## src/rtl/fwd_pkg.sv

```systemverilog
// Shared types and helpers for the forwarding scoreboard.
package fwd_pkg;

  localparam int unsigned XLEN_DEF  = 32;
  localparam int unsigned REG_W_DEF = 5;
  localparam int unsigned SEL_NONE  = 0;

  typedef struct packed {
    logic                 v;
    logic [REG_W_DEF-1:0] rd;
    logic                 ld;
  } trk_entry_t;

  // Select code for producer stage k: youngest stage gets the largest code.
  function automatic int unsigned sel_of_stage(input int unsigned k, input int unsigned depth);
    return depth - k;
  endfunction

endpackage

```

## src/rtl/fwd_mux.sv

```systemverilog
// (DEPTH+1):1 operand select: code 0 keeps the own operand, else a producer stage.
module fwd_mux
  import fwd_pkg::*;
#(
  parameter int unsigned XLEN  = 32,
  parameter int unsigned DEPTH = 2,
  parameter int unsigned SELW  = 2
) (
  input  logic [SELW-1:0]       sel,
  input  logic [XLEN-1:0]       opnd,
  input  logic [DEPTH*XLEN-1:0] stage_data,
  output logic [XLEN-1:0]       y
);

  always_comb begin
    y = opnd;
    for (int unsigned k = 0; k < DEPTH; k++) begin
      if (sel == SELW'(sel_of_stage(k, DEPTH))) y = stage_data[k*XLEN +: XLEN];
    end
  end

endmodule

```

## src/rtl/fwd_scoreboard.sv

```systemverilog
// Operand forwarding unit: tracks post-EX writers, picks the youngest eligible
// producer per source operand, flags load-use hazards and counts forwards.
module fwd_scoreboard
  import fwd_pkg::*;
#(
  parameter int unsigned XLEN  = XLEN_DEF,
  parameter int unsigned REG_W = REG_W_DEF,
  parameter int unsigned DEPTH = 2,
  parameter int unsigned NSRC  = 2
) (
  input  logic                        clk_i,
  input  logic                        rst_i,
  input  logic                        adv_i,
  input  logic                        flush_i,
  input  logic                        ex_valid_i,
  input  logic [REG_W-1:0]            ex_rd_i,
  input  logic                        ex_regwrite_i,
  input  logic                        ex_memread_i,
  input  logic [NSRC*REG_W-1:0]       ex_rs_i,
  input  logic [NSRC*XLEN-1:0]        ex_opnd_i,
  input  logic [DEPTH*XLEN-1:0]       stage_data_i,
  input  logic                        id_valid_i,
  input  logic [NSRC*REG_W-1:0]       id_rs_i,
  output logic [NSRC*XLEN-1:0]        fwd_data_o,
  output logic [NSRC*$clog2(DEPTH+1)-1:0] fwd_sel_o,
  output logic                        load_use_stall_o,
  output logic [31:0]                 fwd_cnt_o
);

  localparam int unsigned SELW  = $clog2(DEPTH + 1);
  localparam int unsigned HIT_W = $clog2(NSRC + 1);
  localparam int unsigned CNT_W = 32;
  localparam int unsigned SUM_W = CNT_W + 1;

  logic [DEPTH-1:0] trk_v;
  logic [DEPTH-1:0] trk_ld;
  logic [REG_W-1:0] trk_rd [DEPTH];

  logic [NSRC*SELW-1:0] sel_c;
  logic [HIT_W-1:0]     hits_c;
  logic [REG_W-1:0]     rs_c;
  logic                 found_c;
  logic                 stall_hit_c;
  logic [CNT_W-1:0]     cnt_q;
  logic [SUM_W-1:0]     cnt_sum_c;

  // Scoreboard shift; a flush without advance only kills the youngest entry.
  always_ff @(posedge clk_i or posedge rst_i) begin
    if (rst_i) begin
      trk_v  <= '0;
      trk_ld <= '0;
      for (int k = 0; k < DEPTH; k++) trk_rd[k] <= '0;
    end else if (adv_i) begin
      for (int k = 1; k < DEPTH; k++) begin
        trk_v[k]  <= trk_v[k-1];
        trk_rd[k] <= trk_rd[k-1];
        trk_ld[k] <= trk_ld[k-1];
      end
      trk_v[0]  <= ex_valid_i & ex_regwrite_i & (ex_rd_i != '0) & ~flush_i;
      trk_rd[0] <= ex_rd_i;
      trk_ld[0] <= ex_memread_i;
    end else if (flush_i) begin
      trk_v[0] <= 1'b0;
    end
  end

  // Youngest-first match; a load still in stage 0 has no data yet.
  always_comb begin
    sel_c   = '0;
    hits_c  = '0;
    rs_c    = '0;
    found_c = 1'b0;
    for (int unsigned n = 0; n < NSRC; n++) begin
      rs_c    = ex_rs_i[n*REG_W +: REG_W];
      found_c = 1'b0;
      sel_c[n*SELW +: SELW] = SELW'(SEL_NONE);
      for (int unsigned k = 0; k < DEPTH; k++) begin
        if (!found_c && trk_v[k] && (trk_rd[k] == rs_c) && (rs_c != '0) &&
            ((k != 0) || !trk_ld[k])) begin
          sel_c[n*SELW +: SELW] = SELW'(sel_of_stage(k, DEPTH));
          found_c = 1'b1;
        end
      end
      if (found_c) hits_c = hits_c + HIT_W'(1);
    end
  end

  for (genvar n = 0; n < NSRC; n++) begin : g_mux
    fwd_mux #(
      .XLEN (XLEN),
      .DEPTH(DEPTH),
      .SELW (SELW)
    ) u_mux (
      .sel       (sel_c[n*SELW +: SELW]),
      .opnd      (ex_opnd_i[n*XLEN +: XLEN]),
      .stage_data(stage_data_i),
      .y         (fwd_data_o[n*XLEN +: XLEN])
    );
  end

  assign fwd_sel_o = sel_c;

  always_comb begin
    stall_hit_c = 1'b0;
    for (int unsigned n = 0; n < NSRC; n++) begin
      if (id_rs_i[n*REG_W +: REG_W] == ex_rd_i) stall_hit_c = 1'b1;
    end
  end

  assign load_use_stall_o = ~rst_i & id_valid_i & ex_valid_i & ex_memread_i &
                            ex_regwrite_i & (ex_rd_i != '0) & stall_hit_c;

  // Saturating event counter; the extra sum bit detects overflow.
  assign cnt_sum_c = {1'b0, cnt_q} + SUM_W'(hits_c);

  always_ff @(posedge clk_i or posedge rst_i) begin
    if (rst_i) begin
      cnt_q <= '0;
    end else if (adv_i && ex_valid_i && !flush_i) begin
      cnt_q <= cnt_sum_c[CNT_W] ? '1 : cnt_sum_c[CNT_W-1:0];
    end
  end

  assign fwd_cnt_o = cnt_q;

endmodule
```

## config.mk

```make
export PLATFORM = sky130hd
export DESIGN_NAME = fwd_scoreboard
export DESIGN_NICKNAME = d
export VERILOG_FILES = /design/src/rtl/fwd_pkg.sv /design/src/rtl/fwd_mux.sv /design/src/rtl/fwd_scoreboard.sv
export SDC_FILE = /design/constraint.sdc
export NUM_CORES = 1
export LEC_CHECK = 0
export ABC_CLOCK_PERIOD_IN_PS = 4980
export BUFFER_PORTS_ARGS = -buffer_cell sky130_fd_sc_hd__buf_2
export CAP_MARGIN = 20
export CORE_MARGIN = 2
export CORE_UTILIZATION = 30
export CTS_CLUSTER_SIZE = 28
export DETAILED_ROUTE_END_ITERATION = 12
export PLACE_DENSITY = 0.61
export SLEW_MARGIN = 20
export SYNTH_ARGS = -nofsm -noshare
export SYNTH_HDL_FRONTEND = slang
export SYNTH_SLANG_ARGS = --single-unit
```

## constraint.sdc

```tcl
create_clock -name clk_i -period 4.98 [get_ports clk_i]
set_clock_uncertainty 0.1 [all_clocks]
set_input_delay 0.747 -clock clk_i [delete_from_list [all_inputs] [get_ports clk_i]]
set_output_delay 0.747 -clock clk_i [all_outputs]
set_load 0.02 [all_outputs]
```

==> metrics.txt <==
placed instance area 0.00587 mm2; HP Class input port to async pin; Simple-Gate Fraction of Synth Area 31.1%; First-pass DRT Iterations 5; Cell Count, Final, Fillers Out 1023; core box area 0.0145 mm2; Gate Count Post-Synth 608; highest achievable clock rate 239 MHz; via count of the routed design 5608; top area cells in the synthesized netlist sky130_fd_sc_hd__dfrtp_1 (25%), sky130_fd_sc_hd__a31oi_1 (8.9%), sky130_fd_sc_hd__nor3_1 (8.0%), sky130_fd_sc_hd__nand3_1 (6.5%), sky130_fd_sc_hd__o21ai_1 (6.2%); Final HPWL DP 13600 um; global-route wire length before repair 28000 um; Final Hold Vio Count 0; total setup violations reported at the end of the flow 0; via count normalized by instance count 5.48; detailed router's first-iteration violation count 553; yosys warns 0; portion of netlist area occupied by mux cells 4.27%; hold buffer count at CTS 0; Total Neg Setup Slack 0 ns; signal arrival time at the worst endpoint 4.29 ns; number of cells after detailed placement 1012; final weighted congestion in routability-driven placement 0.855; Max Cap Viol 0; sequential cell area 0.00113 mm2; wire length after detailed routing 18200 um; synth unique cells 50; share of synthesized registers carrying an async set or reset 100%; width of the die 126 um; htree depth 2; Ports 262; Min Clock Period, post-route 4.19 ns; synthesized-area fraction occupied by xor and xnor cells 7.48%; synthesized-area fraction occupied by ao, oa, aoi and oai cells 21.4%; dominant synthesized flop cell sky130_fd_sc_hd__dfrtp_1; cell with the largest stage delay on the worst path sky130_fd_sc_hd__or4_1; area overhead of the layout relative to synthesis 36.5%; root buffer cell sky130_fd_sc_hd__clkbuf_16; maximum cell stage delay along the critical path 0.61 ns; number of inserted filler cells in the final layout 1537; depth of the worst register-to-register path 13; Max Slew Vio Count 0; endpoint type of the worst setup path flip-flop; post-cts resize count 0; number of enable-type register cells in the synthesized netlist 0; launching element type of the critical path input port; initial antenna violation count 5; path type of the worst setup path input port to flip-flop; final period utilization 84.1%; measured slew at the worst slew-check pin 0.832 ns; number of nets with antenna violations after routing 0; CTS buffer count 5; leading area contributor after synthesis sky130_fd_sc_hd__dfrtp_1; area occupied by multi-input gates 0.00294 mm2; crit-path max FO 17; net count of the finished layout 1000; cell row count 44; DRC violations left 0; average size of a mapped cell 7.32 um2; fraction of layout cells with a size suffix above 1 37.2%; Power Density 199 mW/mm2; Synth Register Bits 45; net count after synthesis 773; RSZ-0062 raised after global routing false; number of global-route vias before repair 5116; worst slew margin relative to its limit 44.4%; portion of the post-synthesis area used by sequential elements 25.3%; Total GRT Usage 21.6%; Initial Util 30.6%; post-synth top area share 25.3%; finished layout cell area 0.00607 mm2; post-CTS setup buffer count 0; fraction of the mapped netlist area in adder cells 1.29%; synthesized cell area 0.00445 mm2; clock insertion delay at the later pin of the skew report 0.29 ns; leftover overflow at the end of global routing 0; Routed wire per std cell 17.8 um; TritonCTS clock tree built; largest net degree at the start of global routing 66; static leakage 0.00278 uW; maximum vdd drop 0.227 mV; number of sinks handled by clock tree synthesis 45; dominant combinational cell family by area after synthesis simple AND/OR/NAND/NOR gates; Die Span Y 126 um; die area 0.0158 mm2; data required time at the worst endpoint 5.09 ns; outcome finished clean; worst path cell trace buf_2, or4_1, o211ai_2, or2_1, o21ai_1, ha_1, ha_1, inv_1, fa_1, and4bb_4, nand4_4, or4_1, buf_4, o211ai_1; clock tree buffer depth 2; register clock-pin slew on the reported worst setup and hold paths 0.07 ns; count of buffers from port buffering 261
routing by layer:
| layer | up-vias | part of all wire (%) | wire length [um] | track usage, % |
|---|---|---|---|---|
| met2 | 257 | 50 | 9170 | 38.4 |
| met4 | 4 | 1.6 | 285 | 4.72 |
| met1 | 2593 | 40 | 7380 | 27.3 |
| met5 | - | 0.18 | 33 | 0 |
| li1 | 2727 | - | - | - |
| met3 | 27 | 7.6 | 1380 | 3.95 |
state kept, by name (all words and copies together), names as in the netlist:
register,flops
trk_ld,1
fwd_cnt_o,32
trk_v,2
trk_rd,10
cell type report:
type,count,share of cell area [%]
multi-input combinational,465,48.3
timing repair buffer,277,23.5
sequential,45,18.5
tap,184,3.79
inverter,41,2.53
clock buffer,5,2.06
clock inverter,3,1.13
antenna,3,0.124
metrics by stage:
| stage | total power (uW) | setup WS, ns | utilization (%) | hold WS, ns |
|---|---|---|---|---|
| 3_3_place_gp | 782 | 0.543 | 40.4 | 0.395 |
| 5_1_grt | 1260 | 0.565 | 41.8 | 0.391 |
| 4_1_cts | 1220 | 0.774 | 41.7 | 0.380 |
| 2_1_floorplan | 617 | 0.498 | - | 0.381 |
| 3_5_place_dp | 784 | 0.476 | 40.4 | 0.400 |
| 6_report | 1210 | 0.794 | 41.8 | 0.362 |
report_power, final:
part	switching [uW]	total (uW)	leakage [uW]	internal [uW]
Combinational	238	377	0.00209	139
Sequential	18.2	399	0.000598	381
Clock	141	431	0.0000944	289
final timing paths:
check,end,startpoint,slack [ns]
worst min register to register,trk_ld[0],trk_ld[0],0.41
max in group asynchronous,trk_rd[7],rst_i,3.69
worst min-delay path,fwd_cnt_o[2],rst_i,0.36
worst max register to register,fwd_cnt_o[1],trk_v[0],1.38
min in group clk_i,trk_ld[0],trk_ld[0],0.41
worst max-delay path,fwd_cnt_o[1],ex_rs_i[0],0.79
critical path, delay by kind of cell:
family          cells  cell delay (ns)
fa+ha+maj           3             0.85
compound gates      3             0.35
simple gates        5             1.94
buf+inv             3             0.39
layout by cell type, fill, tap and decap left out, drive strengths merged, types with 4 or more instances in the layout:
master	count
dfrtp	45
nand3	59
o31ai	7
or4	11
buf	277
nand4	10
nand2	26
xor2	8
clkbuf	5
nor3	71
nor2	5
and4	5
or3	41
xnor2	30
a31oi	63
o21ai	74
nor4	4
o211ai	6
mux2	16
inv	41
cell families (layout without fill, tap and decap cells):
| kind of cell | count (synthesis) | after routing |
|---|---|---|
| AND/OR/NAND/NOR | 247 | 247 |
| AO/OA/AOI/OAI | 159 | 159 |
| buffers and inverters | 98 | 326 |
| flip-flops | 45 | 45 |
| XOR/XNOR | 38 | 38 |
| multiplexers | 17 | 17 |
| adder cells (fa/ha/maj) | 4 | 4 |
| other | 0 | 3 |
cells in the mapped netlist, types with 4 or more instances:
cell	n
sky130_fd_sc_hd__a31oi_1	63
sky130_fd_sc_hd__and4_1	5
sky130_fd_sc_hd__buf_2	16
sky130_fd_sc_hd__clkbuf_1	38
sky130_fd_sc_hd__dfrtp_1	45
sky130_fd_sc_hd__inv_1	39
sky130_fd_sc_hd__mux2_2	13
sky130_fd_sc_hd__nand2_1	26
sky130_fd_sc_hd__nand3_1	58
sky130_fd_sc_hd__nand4_1	9
sky130_fd_sc_hd__nor2_1	5
sky130_fd_sc_hd__nor3_1	71
sky130_fd_sc_hd__nor4_1	4
sky130_fd_sc_hd__o211ai_2	4
sky130_fd_sc_hd__o21ai_0	19
sky130_fd_sc_hd__o21ai_1	55
sky130_fd_sc_hd__o31ai_1	7
sky130_fd_sc_hd__or3_1	41
sky130_fd_sc_hd__or4_1	10
sky130_fd_sc_hd__xnor2_1	30
sky130_fd_sc_hd__xor2_1	8
Note: power is estimated with default switching activity, not from simulation.
